**src/rtl/miriscv_pkg.sv**
```systemverilog
// rtl/miriscv_pkg.sv - shared load/store size codes, LSU state encoding and legality helper
//
// Purpose: definitions shared by the load/store unit and its load-extraction helper.
// Contents: LDST_* size codes, lsu_state_e, ldst_misaligned().

package miriscv_pkg;

    localparam logic [2:0] LDST_B  = 3'd0;
    localparam logic [2:0] LDST_H  = 3'd1;
    localparam logic [2:0] LDST_W  = 3'd2;
    localparam logic [2:0] LDST_BU = 3'd4;
    localparam logic [2:0] LDST_HU = 3'd5;

    typedef enum logic [1:0] {
        LSU_IDLE = 2'd0,
        LSU_WAIT = 2'd1,
        LSU_DONE = 2'd2
    } lsu_state_e;

    // Unknown size codes are reported through the same path as misaligned
    // addresses so the core sees a single "cannot perform" indication.
    function automatic logic ldst_misaligned(input logic [2:0] size, input logic [1:0] offset);
        logic bad;
        case (size)
            LDST_B, LDST_BU: bad = 1'b0;
            LDST_H, LDST_HU: bad = offset[0];
            LDST_W:          bad = (offset != 2'b00);
            default:         bad = 1'b1;
        endcase
        return bad;
    endfunction

endpackage

```
**src/rtl/miriscv_lsu_ext.sv**
```systemverilog
// rtl/miriscv_lsu_ext.sv - combinational load-data lane extraction and extension
//
// Purpose: pick the addressed byte/half out of a bus word and sign- or zero-extend it.
// Ports:
//   rdata  in  32  bus read word
//   size   in  3   LDST_* size code
//   offset in  2   byte offset of the access within the word
//   result out 32  extended load value

module miriscv_lsu_ext
    import miriscv_pkg::*;
(
    input  logic [31:0] rdata,
    input  logic [2:0]  size,
    input  logic [1:0]  offset,
    output logic [31:0] result
);

    logic [7:0]  byte_lane;
    logic [15:0] half_lane;

    always_comb begin
        byte_lane = rdata[8*offset +: 8];
        // Halfword accesses are 2-byte aligned, so only offset[1] selects the lane.
        half_lane = offset[1] ? rdata[31:16] : rdata[15:0];
        case (size)
            LDST_B:  result = {{24{byte_lane[7]}}, byte_lane};
            LDST_BU: result = {24'b0, byte_lane};
            LDST_H:  result = {{16{half_lane[15]}}, half_lane};
            LDST_HU: result = {16'b0, half_lane};
            default: result = rdata;
        endcase
    end

endmodule

```
**src/rtl/miriscv_lsu.sv**
```systemverilog
// rtl/miriscv_lsu.sv - load/store unit: request FSM, byte enables, store lanes, load write-back
//
// Purpose: run one load/store per instruction on the req/ack data bus, stalling the core
// until the bus acknowledges, and return extended load data with a one-cycle valid pulse.
// Ports:
//   clk_i, reset (sync, active-high)
//   lsu_req_i/we_i/size_i/addr_i/data_i  core request (held while stalled)
//   lsu_stall_req_o, lsu_misalign_o      combinational core feedback
//   lsu_data_o, lsu_valid_o              register-file write-back
//   data_req_o/we_o/be_o/addr_o/wdata_o  data bus request (registered)
//   data_rdata_i, data_ack_i             data bus response

module miriscv_lsu
    import miriscv_pkg::*;
(
    input  logic        clk_i,
    input  logic        reset,
    input  logic        lsu_req_i,
    input  logic        lsu_we_i,
    input  logic [2:0]  lsu_size_i,
    input  logic [31:0] lsu_addr_i,
    input  logic [31:0] lsu_data_i,
    output logic        lsu_stall_req_o,
    output logic        lsu_misalign_o,
    output logic [31:0] lsu_data_o,
    output logic        lsu_valid_o,
    output logic        data_req_o,
    output logic        data_we_o,
    output logic [3:0]  data_be_o,
    output logic [31:0] data_addr_o,
    output logic [31:0] data_wdata_o,
    input  logic [31:0] data_rdata_i,
    input  logic        data_ack_i
);

    lsu_state_e  state_q;
    lsu_state_e  state_d;
    logic        accept;
    logic        ack_seen;
    logic        misalign;
    logic [2:0]  size_q;
    logic [1:0]  offset_q;
    logic [3:0]  be_d;
    logic [31:0] wdata_d;
    logic [31:0] ext_result;

    assign misalign = ldst_misaligned(lsu_size_i, lsu_addr_i[1:0]);

    always_ff @(posedge clk_i) begin
        if (reset) begin
            state_q <= LSU_IDLE;
        end else begin
            state_q <= state_d;
        end
    end

    always_comb begin
        state_d         = state_q;
        accept          = 1'b0;
        ack_seen        = 1'b0;
        lsu_stall_req_o = 1'b0;
        lsu_misalign_o  = 1'b0;
        case (state_q)
            LSU_IDLE: begin
                if (lsu_req_i) begin
                    if (misalign) begin
                        lsu_misalign_o = 1'b1;
                    end else begin
                        lsu_stall_req_o = 1'b1;
                        accept          = 1'b1;
                        state_d         = LSU_WAIT;
                    end
                end
            end
            LSU_WAIT: begin
                lsu_stall_req_o = 1'b1;
                if (data_ack_i) begin
                    ack_seen = 1'b1;
                    state_d  = LSU_DONE;
                end
            end
            // Stall drops here so the core retires; a new request is only
            // looked at once we are back in IDLE.
            LSU_DONE: state_d = LSU_IDLE;
            default:  state_d = LSU_IDLE;
        endcase
        if (reset) begin
            lsu_stall_req_o = 1'b0;
            lsu_misalign_o  = 1'b0;
        end
    end

    always_comb begin
        case (lsu_size_i)
            LDST_B, LDST_BU: begin
                be_d    = 4'b0001 << lsu_addr_i[1:0];
                wdata_d = {4{lsu_data_i[7:0]}};
            end
            LDST_H, LDST_HU: begin
                be_d    = 4'b0011 << lsu_addr_i[1:0];
                wdata_d = {2{lsu_data_i[15:0]}};
            end
            default: begin
                be_d    = 4'b1111;
                wdata_d = lsu_data_i;
            end
        endcase
    end

    miriscv_lsu_ext u_ext (
        .rdata  (data_rdata_i),
        .size   (size_q),
        .offset (offset_q),
        .result (ext_result)
    );

    always_ff @(posedge clk_i) begin
        if (reset) begin
            data_req_o   <= 1'b0;
            data_we_o    <= 1'b0;
            data_be_o    <= 4'b0;
            data_addr_o  <= 32'b0;
            data_wdata_o <= 32'b0;
            size_q       <= 3'b0;
            offset_q     <= 2'b0;
            lsu_data_o   <= 32'b0;
            lsu_valid_o  <= 1'b0;
        end else begin
            lsu_valid_o <= 1'b0;
            if (accept) begin
                data_req_o   <= 1'b1;
                data_we_o    <= lsu_we_i;
                data_be_o    <= be_d;
                data_addr_o  <= {lsu_addr_i[31:2], 2'b00};
                data_wdata_o <= lsu_we_i ? wdata_d : 32'b0;
                size_q       <= lsu_size_i;
                offset_q     <= lsu_addr_i[1:0];
            end
            if (ack_seen) begin
                data_req_o   <= 1'b0;
                data_we_o    <= 1'b0;
                data_be_o    <= 4'b0;
                data_addr_o  <= 32'b0;
                data_wdata_o <= 32'b0;
                // data_we_o still holds the access direction in this cycle.
                if (!data_we_o) begin
                    lsu_data_o  <= ext_result;
                    lsu_valid_o <= 1'b1;
                end
            end
        end
    end

endmodule

```
**config.mk**
```make
export PLATFORM = sky130hd
export DESIGN_NAME = miriscv_lsu
export DESIGN_NICKNAME = d
export VERILOG_FILES = /design/src/rtl/miriscv_pkg.sv /design/src/rtl/miriscv_lsu_ext.sv /design/src/rtl/miriscv_lsu.sv
export SDC_FILE = /design/constraint.sdc
export NUM_CORES = 1
export LEC_CHECK = 0
export ABC_AREA = 1
export CORE_MARGIN = 10
export CORE_UTILIZATION = 39
export CTS_CLUSTER_SIZE = 10
export DETAILED_ROUTE_END_ITERATION = 7
export GPL_ROUTABILITY_DRIVEN = 0
export PLACE_DENSITY = 0.83
export SETUP_SLACK_MARGIN = 0.02
export SKIP_CTS_REPAIR_TIMING = 1
export SYNTH_ARGS = -nofsm -noshare
export SYNTH_HDL_FRONTEND = slang
export SYNTH_SLANG_ARGS = --single-unit
export TNS_END_PERCENT = 5
```
**constraint.sdc**
```tcl
create_clock -name clk_i -period 1.4 [get_ports clk_i]
set_input_delay 0.28 -clock clk_i [delete_from_list [all_inputs] [get_ports clk_i]]
set_output_delay 0.28 -clock clk_i [all_outputs]
set_load 0.01 [all_outputs]
```
==> flow_summary.json, run 1 <==
{
  "rows": 41,
  "die_w_um": 134.0,
  "violations": "negative setup slack",
  "cts_buffer_depth": 2,
  "arrival_ns": 1.38,
  "synth_top_area_cell": "dfxtp_1",
  "powerDensity_nw_per_um2": 910.7,
  "worstSetupStartpointType": "register",
  "synth_edf_count": 0,
  "cp_slowest_cell": "dfxtp_2",
  "dr.pass1.iters": 7,
  "synth_seq_area_share_pct": 42.68,
  "async_reset_ff_share_pct": 0,
  "grt_pass1_vias": 5553,
  "yosys.area.top_type_share_pct": 42.68,
  "ir_drop_mv": 0.7080,
  "r2r_slack_ns": -0.15,
  "dp_cells": 1163,
  "numCtsBuffers": 9,
  "wl_per_cell_um": 15.91,
  "maxSlewViolCount": 0,
  "overflow": 0,
  "top_layer": "met5",
  "drt_iter0_markers": 431,
  "crit_fanout": 3,
  "setup_slack_ns": -0.2556,
  "dr_wl_met3_um": 2090,
  "clock-sinks": 108,
  "vias": 5751,
  "fillers": 1079,
  "cp-end-kind": "primary output",
  "crit_start": "state_q[0]",
  "yosysWarnings": 0,
  "whs_ns": 0.2733,
  "core_um2": 12670,
  "syn2layout_area_growth_pct": 63.82,
  "clock_latency_ns": 0.35,
  "ys_types": 28,
  "grt_max_degree": 38,
  "maxCapViolCount": 0,
  "dpl.hpwl_um": 13920,
  "yosysMostFrequentCell": "nand2_1",
  "min_to": "size_q[2]",
  "m1WireLength_um": 7327,
  "fin_cells": 1184,
  "synth.area.top_cells": "dfxtp_1 43%, nand2_1 17%, a21oi_1 8.5%",
  "path_clk_slew_ns": 0.07,
  "die_h_um": 134.0,
  "fin_util_pct": 65.50,
  "rr_endpoint": "data_addr_o[17]",
  "wl_met2_um": 9077,
  "io_pins": 209,
  "grt_usage_pct": 19.67,
  "reg2reg_from": "state_q[0]",
  "tns_ns": -8.082,
  "cts_root_buffer": "clkbuf_16",
  "p_leak_nw": 5.208,
  "drive_gt1_share_pct": 11.09,
  "syn-instance-count": 772,
  "setup_viol": 84,
  "worst_r2r_path_depth": 7,
  "hold_viol_final": 0,
  "min_path_type": "in2reg",
  "post_drt_via_cell_ratio": 4.857,
  "skew_ns": 0.009521,
  "worstPathRequired_ns": 1.12,
  "portBuffers": 206,
  "cts_tree": "built",
  "antenna_found_initial": 3,
  "nets": 1109,
  "postSynthAreaPerCell_um2": 6.562,
  "fin_crit_ns": 1.656,
  "synthTopCellsByCount": "231 x nand2_1, 108 x dfxtp_1, 90 x nor2_1",
  "path_cells": "nor3b_4 -> nand3_4 -> a21oi_4 -> buf_6",
  "ys_ff_latch": 108,
  "cts_htree_levels": 3,
  "fin_crit_sh_pct": 118.3,
  "hold_depth": 3,
  "crit_type": "reg2out",
  "grt_pass1_wl_um": 28640,
  "synth_ff_type": "dfxtp_1",
  "rsz0062_at_grt": "true",
  "die_area_um2": 17950,
  "max_freq_ghz": 0.6040,
  "start_util_pct": 39.98,
  "drc": 0,
  "outcome": "finished with violations",
  "wl_um": 18840,
  "cp_slowest_stage_delay_ns": 0.34,
  "holdCritStartpoint": "lsu_size_i[2]",
  "syn_area_um2": 5066,
  "drtAntennaViolNets": 0
}
## power breakdown
part	switching, W	total [W]	internal (W)
combinational	0.000792	0.00161	0.000818
sequential	0.0000727	0.00328	0.00321
clock	0.00117	0.00267	0.00150
total	0.00203	0.00756	0.00553
## placed cells by master (no fill, tap or decap), drive strengths merged
cell type | netlist | routed
inv | 65 | 67
dfxtp | 108 | 108
nor3b | 1 | 1
o21ai | 57 | 57
nor3 | 10 | 10
and3 | 1 | 1
clkbuf | 21 | 12
clkdlybuf4s50 | 0 | 97
dlymetal6s2s | 0 | 107
nor2 | 91 | 91
conb | 1 | 2
o21bai | 1 | 1
nand4 | 4 | 4
nand2 | 232 | 232
a31oi | 2 | 2
bufinv | 0 | 1
clkinv | 2 | 2
or2 | 16 | 16
o211ai | 4 | 4
diode | 0 | 2
buf | 28 | 66
a21o | 6 | 6
nand3 | 35 | 35
clkinvlp | 0 | 1
o22ai | 1 | 1
a21oi | 86 | 86
## how the worst max path moves through the flow
| stage | slack (ns) | endpoint |
|---|---|---|
| finish | -0.26 | lsu_stall_req_o |
| global route | -0.32 | lsu_stall_req_o |
| CTS | -0.86 | lsu_misalign_o |
| detailed placement | -0.88 | data_addr_o[20] |
| global placement | -0.82 | data_addr_o[19] |
| floorplan | 0.04 | lsu_stall_req_o |
## flip-flops by register name (all words and copies together), names as in the netlist
name and flops:
data_be_o 4, state_q 2, lsu_data_o 32, data_we_o 1, lsu_valid_o 1, data_addr_o 30, size_q 3, data_wdata_o 32
offset_q 2, data_req_o 1
## critical path, delay by kind of cell (launching register included)
family	cells	cell delay (ns)
AOI/OAI and AO/OA	1	0.18
buffers and inverters	1	0.12
DFF	1	0.34
and+or+nand+nor	2	0.38
## layout make-up
class / instances / area (um^2) / area share, %
timing repair buffer: 270 / 2899 / 34.93
multi-input combinational: 549 / 2451 / 29.53
sequential: 108 / 2166 / 26.10
clock buffer: 12 / 256.5 / 3.091
inverter: 67 / 251.5 / 3.030
tap: 172 / 215.2 / 2.593
clock inverter: 4 / 55.05 / 0.6633
antenna: 2 / 5.005 / 0.06030
## cells by family after synthesis
kind of cell    share of synthesized area [%]
simple gates                            31.32
buf+inv                                 9.805
flops                                   42.68
compound gates                          16.13
other cells                           0.07402
## stage by stage
step                total power [W]  setup slack, ns  area [um^2]
finish                     0.007558          -0.2556         8299
global placement           0.004940          -0.8248         7661
CTS                        0.007642          -0.8614         7973
global route               0.007896          -0.3196         8297
detailed placement         0.004962          -0.8785         7661
floorplan                  0.004058          0.04253         5086
## layer usage
layer  vias to the layer above  track usage [%]
met4                         4            5.320
met3                        27            8.476
met5                         -                0
li1                       2909                -
met2                       217            32.90
met1                      2594            22.42
Note: power is estimated with default switching activity, not from simulation.
==> inputs of run 2 (changes only) <==
Settings changed: HOLD_SLACK_MARGIN set to 0.05.
==> results of run 2 <==
The final DEF is identical to that of run 1; final timing and power are the same.
